==> src/rtl/pipe_gap_gen_pkg.sv <==
// Shared definitions for the pipe gap generator and other randomised game blocks.
package pipe_gap_gen_pkg;

  typedef enum logic [1:0] {
    IDLE = 2'd0,
    INIT = 2'd1,
    RUN  = 2'd2
  } state_t;

  localparam logic [15:0] LFSR_TAPS = 16'hB400;
  localparam int          PIPE_Y_W  = 10;
  localparam int          SCREEN_H  = 480;

  function automatic int clog2(input int v);
    int r;
    r = 0;
    for (int i = 0; i < 31; i++) begin
      if ((1 << i) < v) r = i + 1;
    end
    return r;
  endfunction

endpackage

==> src/rtl/pipe_gap_gen_if.sv <==
// Handshake between game controller / obstacle logic and the pipe gap generator.
interface pipe_gap_gen_if #(
  parameter int NUM_PIPES = 4,
  parameter int Y_W       = pipe_gap_gen_pkg::PIPE_Y_W,
  parameter int LVL_W     = 2
);
  import pipe_gap_gen_pkg::*;

  localparam int IW = (NUM_PIPES > 1) ? clog2(NUM_PIPES) : 1;

  logic                     start;
  logic [LVL_W-1:0]         level;
  logic [NUM_PIPES-1:0]     respawn;
  logic [NUM_PIPES*Y_W-1:0] y_top;
  logic [NUM_PIPES*Y_W-1:0] y_bot;
  logic                     ready;
  logic                     upd_valid;
  logic [IW-1:0]            upd_idx;

  modport master (
    output start, level, respawn,
    input  y_top, y_bot, ready, upd_valid, upd_idx
  );

  modport slave (
    input  start, level, respawn,
    output y_top, y_bot, ready, upd_valid, upd_idx
  );

endinterface

==> src/rtl/pipe_gap_gen_lfsr16.sv <==
// Free-running 16-bit Galois LFSR (right shift); a zero seed is promoted to 1.
module lfsr16
  import pipe_gap_gen_pkg::*;
#(
  parameter logic [15:0] SEED = 16'hACE1
) (
  input  logic        clk,
  input  logic        rst,
  output logic [15:0] state
);

  localparam logic [15:0] INIT_VAL = (SEED == 16'h0000) ? 16'h0001 : SEED;

  always_ff @(posedge clk) begin
    if (rst) state <= INIT_VAL;
    else     state <= (state >> 1) ^ (state[0] ? LFSR_TAPS : 16'h0000);
  end

endmodule

==> src/rtl/pipe_gap_gen.sv <==
// Loads random top/bottom gap edges for NUM_PIPES pipes on game start and on
// per-pipe respawn requests, lowest index first.
module pipe_gap_gen
  import pipe_gap_gen_pkg::*;
#(
  parameter int          NUM_PIPES = 4,
  parameter int          Y_W       = PIPE_Y_W,
  parameter int          Y_MIN     = 40,
  parameter int          Y_MAX     = 340,
  parameter int          GAP       = 100,
  parameter int          GAP_STEP  = 20,
  parameter int          GAP_MIN   = 50,
  parameter int          LVL_W     = 2,
  parameter logic [15:0] SEED      = 16'hACE1
) (
  input logic           clk,
  input logic           rst,
  pipe_gap_gen_if.slave bus
);

  localparam int RANGE   = Y_MAX - Y_MIN;
  localparam int RW      = (clog2(RANGE + 1) > 0) ? clog2(RANGE + 1) : 1;
  localparam int IW      = (NUM_PIPES > 1) ? clog2(NUM_PIPES) : 1;
  localparam int GAP_TOP = (GAP > GAP_MIN) ? GAP : GAP_MIN;

  if (Y_MAX + GAP_TOP >= (1 << Y_W)) begin : g_chk_width
    $error("pipe_gap_gen: Y_MAX + GAP does not fit in Y_W bits");
  end
  if (Y_MIN > Y_MAX) begin : g_chk_order
    $error("pipe_gap_gen: Y_MIN must not exceed Y_MAX");
  end
  if (RW > 16) begin : g_chk_lfsr
    $error("pipe_gap_gen: height range wider than the LFSR");
  end

  // Fold the raw LFSR slice into [0, RANGE]; RW is chosen so one subtraction suffices.
  function automatic logic [Y_W-1:0] map_top(input logic [15:0] l);
    logic signed [31:0] c;
    c = '0;
    c[RW-1:0] = l[RW-1:0];
    if (c > RANGE) c = c - (RANGE + 1);
    return Y_W'(Y_MIN + c);
  endfunction

  function automatic logic [Y_W-1:0] gap_for(input logic [LVL_W-1:0] lvl);
    logic signed [31:0] lv;
    logic signed [31:0] g;
    lv = 32'(lvl);
    g  = GAP - lv * GAP_STEP;
    if (g < GAP_MIN) g = GAP_MIN;
    return Y_W'(g);
  endfunction

  logic [15:0]              lfsr;
  state_t                   state, state_nx;
  logic [IW-1:0]            k, k_nx;
  logic [NUM_PIPES-1:0]     pending, pending_nx, req;
  logic                     load, sel_found;
  logic [IW-1:0]            load_idx, sel;
  logic [Y_W-1:0]           top_p0, bot_p0;
  logic [NUM_PIPES*Y_W-1:0] y_top, y_bot;
  logic                     ready, upd_valid;
  logic [IW-1:0]            upd_idx;

  lfsr16 #(.SEED(SEED)) u_lfsr (
    .clk   (clk),
    .rst   (rst),
    .state (lfsr)
  );

  assign top_p0 = map_top(lfsr);
  assign bot_p0 = top_p0 + gap_for(bus.level);

  always_comb begin
    req       = pending | bus.respawn;
    sel_found = 1'b0;
    sel       = '0;
    for (int i = 0; i < NUM_PIPES; i++) begin
      if (req[i] && !sel_found) begin
        sel_found = 1'b1;
        sel       = IW'(i);
      end
    end
  end

  always_comb begin
    state_nx   = state;
    k_nx       = k;
    pending_nx = pending;
    load       = 1'b0;
    load_idx   = k;
    case (state)
      IDLE: begin
        if (bus.start) begin
          state_nx   = INIT;
          k_nx       = '0;
          pending_nx = '0;
        end
      end
      INIT: begin
        load = 1'b1;
        k_nx = k + IW'(1);
        if (k == IW'(NUM_PIPES - 1)) state_nx = RUN;
      end
      RUN: begin
        pending_nx = req;
        if (sel_found) begin
          load            = 1'b1;
          load_idx        = sel;
          pending_nx[sel] = 1'b0;
        end
      end
      default: state_nx = IDLE;
    endcase
    // A restart wins over any load that would otherwise happen this cycle.
    if (bus.start && state != IDLE) begin
      state_nx   = INIT;
      k_nx       = '0;
      pending_nx = '0;
      load       = 1'b0;
    end
  end

  always_ff @(posedge clk) begin
    if (rst) begin
      state     <= IDLE;
      k         <= '0;
      pending   <= '0;
      ready     <= 1'b0;
      upd_valid <= 1'b0;
      upd_idx   <= '0;
      y_top     <= '0;
      y_bot     <= '0;
    end else begin
      state     <= state_nx;
      k         <= k_nx;
      pending   <= pending_nx;
      ready     <= (state_nx == RUN);
      upd_valid <= load;
      if (load) begin
        upd_idx                           <= load_idx;
        y_top[int'(load_idx)*Y_W +: Y_W] <= top_p0;
        y_bot[int'(load_idx)*Y_W +: Y_W] <= bot_p0;
      end
    end
  end

  assign bus.y_top     = y_top;
  assign bus.y_bot     = y_bot;
  assign bus.ready     = ready;
  assign bus.upd_valid = upd_valid;
  assign bus.upd_idx   = upd_idx;

endmodule
==> src/flat_wrapper.sv <==
// flat-port wrapper written by rule: the top's interface ports become plain ports
module pipe_gap_gen_flat import pipe_gap_gen_pkg::*;
#(
  parameter int          NUM_PIPES = 4,
  parameter int          Y_W       = PIPE_Y_W,
  parameter int          Y_MIN     = 40,
  parameter int          Y_MAX     = 340,
  parameter int          GAP       = 100,
  parameter int          GAP_STEP  = 20,
  parameter int          GAP_MIN   = 50,
  parameter int          LVL_W     = 2,
  parameter logic [15:0] SEED      = 16'hACE1
)
  (clk, rst, bus_start, bus_level, bus_respawn, bus_y_top, bus_y_bot, bus_ready, bus_upd_valid, bus_upd_idx);
  pipe_gap_gen_if #(.NUM_PIPES(NUM_PIPES), .Y_W(Y_W), .LVL_W(LVL_W)) bus_i ();
  input logic clk;
  input logic rst;
  input wire logic [$bits(bus_i.start)-1:0] bus_start;
  input wire logic [$bits(bus_i.level)-1:0] bus_level;
  input wire logic [$bits(bus_i.respawn)-1:0] bus_respawn;
  output wire logic [$bits(bus_i.y_top)-1:0] bus_y_top;
  output wire logic [$bits(bus_i.y_bot)-1:0] bus_y_bot;
  output wire logic [$bits(bus_i.ready)-1:0] bus_ready;
  output wire logic [$bits(bus_i.upd_valid)-1:0] bus_upd_valid;
  output wire logic [$bits(bus_i.upd_idx)-1:0] bus_upd_idx;
  assign bus_i.start = bus_start;
  assign bus_i.level = bus_level;
  assign bus_i.respawn = bus_respawn;
  assign bus_y_top = bus_i.y_top;
  assign bus_y_bot = bus_i.y_bot;
  assign bus_ready = bus_i.ready;
  assign bus_upd_valid = bus_i.upd_valid;
  assign bus_upd_idx = bus_i.upd_idx;
  pipe_gap_gen #(.NUM_PIPES(NUM_PIPES), .Y_W(Y_W), .Y_MIN(Y_MIN), .Y_MAX(Y_MAX), .GAP(GAP), .GAP_STEP(GAP_STEP), .GAP_MIN(GAP_MIN), .LVL_W(LVL_W), .SEED(SEED)) u_core (.clk(clk), .rst(rst), .bus(bus_i));
endmodule
==> config.mk <==
export PLATFORM = sky130hd
export DESIGN_NAME = pipe_gap_gen_flat
export DESIGN_NICKNAME = d
export VERILOG_FILES = /design/src/rtl/pipe_gap_gen_pkg.sv /design/src/rtl/pipe_gap_gen_if.sv /design/src/rtl/pipe_gap_gen_lfsr16.sv /design/src/rtl/pipe_gap_gen.sv /design/src/flat_wrapper.sv
export SDC_FILE = /design/constraint.sdc
export NUM_CORES = 1
export LEC_CHECK = 0
export BUFFER_PORTS_ARGS = -buffer_cell sky130_fd_sc_hd__buf_4
export CAP_MARGIN = 20
export CELL_PAD_IN_SITES_DETAIL_PLACEMENT = 1
export CELL_PAD_IN_SITES_GLOBAL_PLACEMENT = 1
export CORE_MARGIN = 5
export CORE_UTILIZATION = 46
export DETAILED_ROUTE_END_ITERATION = 7
export GPL_TIMING_DRIVEN = 0
export PLACE_DENSITY = 0.95
export SLEW_MARGIN = 15
export SYNTH_ARGS = -nofsm -noshare
export SYNTH_HDL_FRONTEND = slang
export SYNTH_HIERARCHICAL = 1
export SYNTH_SLANG_ARGS = --single-unit
==> constraint.sdc <==
create_clock -name clk -period 8.6 [get_ports clk]
set_input_delay 0 -clock clk [delete_from_list [all_inputs] [get_ports clk]]
set_output_delay 0 -clock clk [all_outputs]
set_load 0.005 [all_outputs]
Yosys cells after proc, flatten, opt, wreduce, memory -nomap -nowiden
Index checks and enable logic that the tools add are counted.
{"block": "word_totals", "regBits": 108, "input_bits": 9, "out_inout_bits": 84, "word_cells": 76}
{"block": "classes", "n_addsub": 6, "multipliers": 2, "n_lt_le_gt_ge": 4, "n_eq_ne": 5, "shifts": 3, "mux": 28, "n_bitwise": 4, "reduce_logical": 15}
{"cell": "40-bit bitwise mux", "n": 2}
{"cell": "10-bit by 33-bit indexed part select with 40-bit output", "n": 2}
{"cell": "10-bit by 33-bit variable shift with 40-bit output, first input constant", "n": 1}
{"cell": "32-bit negation with 33-bit output", "n": 1}
{"cell": "32-bit by 7-bit less-than comparator with 1-bit output, second input constant", "n": 1}
{"cell": "10-bit two-way mux", "n": 2}
{"cell": "16-bit two-way mux", "n": 1}
{"cell": "2-bit two-way mux", "n": 8}
{"cell": "15-bit by 16-bit XOR with 16-bit output", "n": 1}
{"cell": "10-bit adder", "n": 1}
{"cell": "7-bit by 10-bit adder with 10-bit output, first input constant", "n": 1}
{"cell": "2-bit by 3-bit multiplier with 5-bit output, second input constant", "n": 2}
{"cell": "9-bit by 9-bit subtractor with 10-bit output, second input constant", "n": 1}
{"cell": "9-bit greater-than comparator, second input constant", "n": 1}
{"cell": "1-bit two-way mux", "n": 8}
{"cell": "4-bit two-way mux", "n": 2}
{"cell": "4-bit case mux with 2 select lines", "n": 1}
{"cell": "7-bit by 7-bit subtractor with 8-bit output, first input constant", "n": 1}
{"cell": "2-bit equality test, second input constant", "n": 3}
{"cell": "2-bit case mux with 3 select lines", "n": 1}
{"cell": "2-bit nonzero test", "n": 3}
{"cell": "1-bit logical AND", "n": 5}
{"cell": "4-bit bitwise AND", "n": 1}
{"cell": "4-bit inverter", "n": 1}
{"cell": "13 further kinds", "n": 16}

Logic depth before layout (Yosys ltp)
{"block": "depth", "ltp_word": 19, "ltp_mapped": 17, "mapped_depth_nobuf": 17}

By module
The synthesis kept the hierarchy.
{"module": "pipe_gap_gen", "n_inst": 1, "cells_each": 685, "area_per_inst_um2": 5611.6, "seq_area_each_um2": 1841.8}
{"module": "lfsr16", "n_inst": 1, "cells_each": 36, "area_per_inst_um2": 462.9, "seq_area_each_um2": 320.3}

Worst setup path before layout
OpenSTA, ideal clock, no wires.
{"block": "synth_timing", "kind": "flip-flop to flip-flop", "start": "register u_core.u_lfsr.state[0]", "end": "register u_core.y_bot[19], in the netlist u_core/bus.y_bot[19]", "setup_time_ns": 0.117, "arrival_ns": 3.855, "required_ns": 8.483, "slack_ns": 4.629, "path_stages_with_launch": 17, "n_path_buf": 1, "synth_period_minus_slack_ns": 3.971, "path_cell_list": "dfxtp_1 > inv_1 > ha_1 > nand4b_2 > a21o_1 > nor4_1 > nor3_1 > xnor2_1 > inv_1 > ha_1 > clkbuf_1 > o21ai_0 > nand2b_1 > nand2_1 > xnor2_1 > mux4_2 > a22o_1"}
{"block": "synth_via", "elab_chain_len": 6, "elab_cells_between_ends": 7, "classes_between": "add/sub: 3; order compare: 1; shift: 1; mux: 2"}
{"item": "start: declaration", "line_no": "pipe_gap_gen_lfsr16.sv:9", "rtl": "output logic [15:0] state"}
{"item": "start signal: assignment", "line_no": "pipe_gap_gen_lfsr16.sv:16", "rtl": "else state <= (state >> 1) ^ (state[0] ? LFSR_TAPS : 16'h0000);"}
{"item": "9-bit by 9-bit subtractor with 10-bit output or 9-bit greater-than comparator (tied branches)", "line_no": "pipe_gap_gen.sv:41", "rtl": "if (c > RANGE) c = c - (RANGE + 1);"}
{"item": "10-bit two-way mux (*)", "line_no": "pipe_gap_gen.sv:41"}
{"item": "7-bit by 10-bit adder with 10-bit output (*)", "line_no": "pipe_gap_gen.sv:42", "rtl": "return Y_W'(Y_MIN + c);"}
{"item": "10-bit adder (*)", "line_no": "pipe_gap_gen.sv:72", "rtl": "assign bot_p0 = top_p0 + gap_for(bus.level);"}
{"item": "10-bit by 33-bit indexed part select with 40-bit output (*)", "line_no": "pipe_gap_gen.sv:143", "rtl": "y_bot[int'(load_idx)*Y_W +: Y_W] <= bot_p0;"}
{"item": "40-bit bitwise mux (*)", "line_no": "pipe_gap_gen.sv:143"}
{"item": "end signal: indexed assignment", "line_no": "pipe_gap_gen.sv:143"}
{"item": "end: declaration", "line_no": "pipe_gap_gen.sv:61", "rtl": "logic [NUM_PIPES*Y_W-1:0] y_top, y_bot;"}
Mark *: on every way between the ends. The rest lies on a longest branch, timed or not.
A chain may end at the register's enable or synchronous reset.

Worst setup path after layout
{"block": "layout_timing", "start": "register u_core.u_lfsr.state[0]", "end": "register u_core.y_bot[28], in the netlist u_core/bus.y_bot[28]"}
The elaborated chain is that of the path after synthesis.

==> results_dict.tcl <==
set metrics [dict create \
    area_delta_synth_final_pct 21.1 \
    drv_slew 0 \
    path_buf_inv 3 \
    hold_viol_final 0 \
    path_max_fanout 10 \
    wl_met1_um 9820 \
    power_frac_seq 0.397 \
    initial_utilization 0.464 \
    crit_path_cell_trace "inv_1, ha_1, nand4b_2, a21o_1, nor4_1, nor3_1, xnor2_1, inv_1, ha_1, clkbuf_1, o211a_1, o211ai_1, a2bb2oi_1, xnor2_1, o2bb2ai_1, a22o_1" \
    maxCapViolCount 0 \
    layout_common_cells "108 x dfxtp_1, 92 x buf_4, 70 x nor2_1" \
    vias 6411 \
    finalCritPeriodShare 0.587 \
    critPathArrivalTime_ns 5.29 \
    grt_antenna_before_repair 0 \
    grt_pass1_wl_um 38300 \
    tns_ns 0 \
    post_drt_wl_per_cell_um 24.0 \
    fp.dieH_um 125 \
    htreeDepth 3 \
    swShare 0.317 \
    power.density_mw_per_mm2 179 \
    p_int_mw 0.897 \
    cpMaxStageDelayCell "dfxtp_1" \
    startpoint_type "flop" \
    core-area_mm2 0.0131 \
    final_common_cell "dfxtp_1" \
    cts-buffers-inserted 9 \
    synth_area_leader_cell "dfxtp_1" \
    cpLargestDelayFamily "compound AO/OA/AOI/OAI gates" \
    worst_ep_required_time_ns 8.84 \
    skew_ns 0.00727 \
    top_layer "met4" \
    post-dp-hpwl_um 18300 \
    fp-row-count 42 \
    totalWireLength_um 24200 \
    diodes 0 \
    status "completed" \
    seq_area_frac_synth 0.356 \
    synth_area_mm2 0.00607 \
    insertion_delay_ns 0.35 \
    final_nets 855 \
    multi_input_area_mm2 0.00363 \
    overflow 0 \
    min_period_ns 5.05 \
    clock_path_buffers 2 \
    die_width_um 125 \
    synthTopCellsByArea "dfxtp_1 36%, nor2_1 4.3%, nand2_1 4.1%" \
    fillers 1559 \
    pin_count 93 \
    synth_fp_nets 750 \
    grt_setup_unrepaired "false" \
    pwr-share-comb 0.237 \
    cts_sinks 108 \
    grt_usage 0.302 \
    viasPerCell 6.37 \
    io_buffers 92 \
    crit_path_end_kind "flop" \
    drtIter0Drc 586 \
    ir_worst_vdd_mv 0.110 \
    syn_avg_cell_area_um2 8.43 \
    met2_wirelength_um 11900 \
    final-setup-viol-count 0 \
    dr.pass1.iters 6 \
    grt_max_degree 19 \
    drc 0 \
    register_area_mm2 0.00216 \
    clk_pin_slew_worst_paths_ns 0.07 \
    slew_headroom 0.322 \
    power.leakage_nw 2.94 \
    place.gp.congestion 1.00 \
    layout-drive-gt1-share 0.168 \
    synth_seq_cells 108 \
    postCtsSetupBuffers 0 \
    root_buffer "clkbuf_16" \
    critical_path_class "reg2reg" \
    grt_pass1_vias 6680 \
    yosysUniqueCellTypes 89 \
    synthFlopType "dfxtp_1" \
    ys_async_sr_fraction 0 \
    hold_class "in2reg" \
    max_stage_delay_ns 0.61 \
    power_mw 1.31 \
    ant_nets 0 \
    synth_cells 721 \
    synth_edf_count 0 \
    switchingPower_mw 0.416 \
    cts_tree "built" \
    synth_top_area_frac 0.356 \
    fmax_mhz 198 \
    wl_met3_um 1630 \
    yosysWarnings 6 \
    die-area_mm2 0.0156 \
    clkPwrFrac 0.366 \
    worst_pin_slew_ns 1.01 \
]
==> power by group through the flow <==
stage | Combinational (mW) | Sequential [mW] | Clock, mW
after floorplan | 0.193 | 0.530 | 0
after global placement | 0.290 | 0.532 | 0
after detailed placement | 0.300 | 0.533 | 0
after CTS | 0.303 | 0.521 | 0.486
after global routing | 0.330 | 0.522 | 0.507
final | 0.312 | 0.521 | 0.480
==> worst register-to-register path, cell delays in order, from the launching register on <==
cell and delay (ns):
dfxtp_1 0.61, inv_1 0.17, ha_1 0.25, nand4b_2 0.31, a21o_1 0.31, nor4_1 0.53, nor3_1 0.12, xnor2_1 0.23
inv_1 0.15, ha_1 0.30, clkbuf_1 0.28, o211a_1 0.21, o211ai_1 0.09, a2bb2oi_1 0.32, xnor2_1 0.44, o2bb2ai_1 0.33
a22o_1 0.29
==> metal layers <==
layer / global-route usage / vias up
met1: 0.369 / 3163
met4: 0.118 / 0
met3: 0.0570 / 69
li1: - / 2879
met2: 0.526 / 300
met5: 0 / -
==> sequential cells by signal (all words and copies together), names as in the netlist <==
| name | cells |
|---|---|
| u_core/k | 2 |
| u_core/bus.y_top | 40 |
| u_core/bus.ready | 1 |
| u_core/pending | 4 |
| u_core/bus.y_bot | 40 |
| u_core/state | 2 |
| u_core/u_lfsr/state | 16 |
| u_core/bus.upd_idx | 2 |
| u_core/bus.upd_valid | 1 |
==> cell families (layout without fill, tap and decap cells) <==
| logic type | after synthesis | in the layout | synth area share |
|---|---|---|---|
| xor+xnor | 19 | 19 | 0.0299 |
| flops | 108 | 108 | 0.356 |
| mux | 17 | 17 | 0.0367 |
| simple gates | 244 | 244 | 0.199 |
| buf+inv | 72 | 182 | 0.0465 |
| fa+ha+maj | 22 | 22 | 0.0457 |
| compound gates | 239 | 239 | 0.287 |
==> Yosys cell counts, types with 7 or more instances <==
cell type and instances:
a211oi_1 9, a21o_1 9, a21oi_1 38, a22o_1 25
a31oi_1 11, a32o_1 7, clkbuf_1 34, dfxtp_1 108
ha_1 19, inv_1 28, mux2i_1 11, nand2_1 67
nand2b_1 12, nand3_1 11, nor2_1 70, nor2b_1 8
nor3_1 17, o211ai_1 21, o21ai_0 43, xnor2_1 14
==> layout make-up <==
class                   instances  share of cell area
multi-input cells             541               0.494
flip-flops and latches        108               0.294
clock buffers                   9              0.0306
inverters                      31              0.0158
well taps                     176              0.0299
plain buffers                  41              0.0226
repair buffers                 94              0.0966
clock inverters                 7              0.0167
==> timing repair <==
item | 4_1_cts | 5_1_grt
hold buffers | 2 | 0
gates resized for setup | 0 | 0
hold endpoints to repair | 6 | 0
==> worst paths after layout <==
kind         cells past startpoint                    start  slack [ns]                 endpoint
max                             16   u_core/u_lfsr/state[0]        3.55     u_core/bus.y_bot[28]
min                              3           bus_respawn[2]        0.02        u_core/pending[3]
max reg2reg                     16   u_core/u_lfsr/state[0]        3.55     u_core/bus.y_bot[28]
min reg2reg                      1  u_core/u_lfsr/state[12]        0.41  u_core/u_lfsr/state[11]
==> stage by stage <==
stage               hold WS [ns]  setup WS [ns]   util  std cells  instance area (um2)
global route              0.0548           3.23  0.562       1007                 7350
floorplan                 0.0785           4.63      -        721                 6070
finish                    0.0214           3.55  0.562       1007                 7350
detailed placement         0.238           3.65  0.534        989                 6990
CTS                       0.0101           3.62  0.562       1007                 7350
global placement           0.239           3.76  0.534        989                 6990
Power figures use the tool's default switching activity.
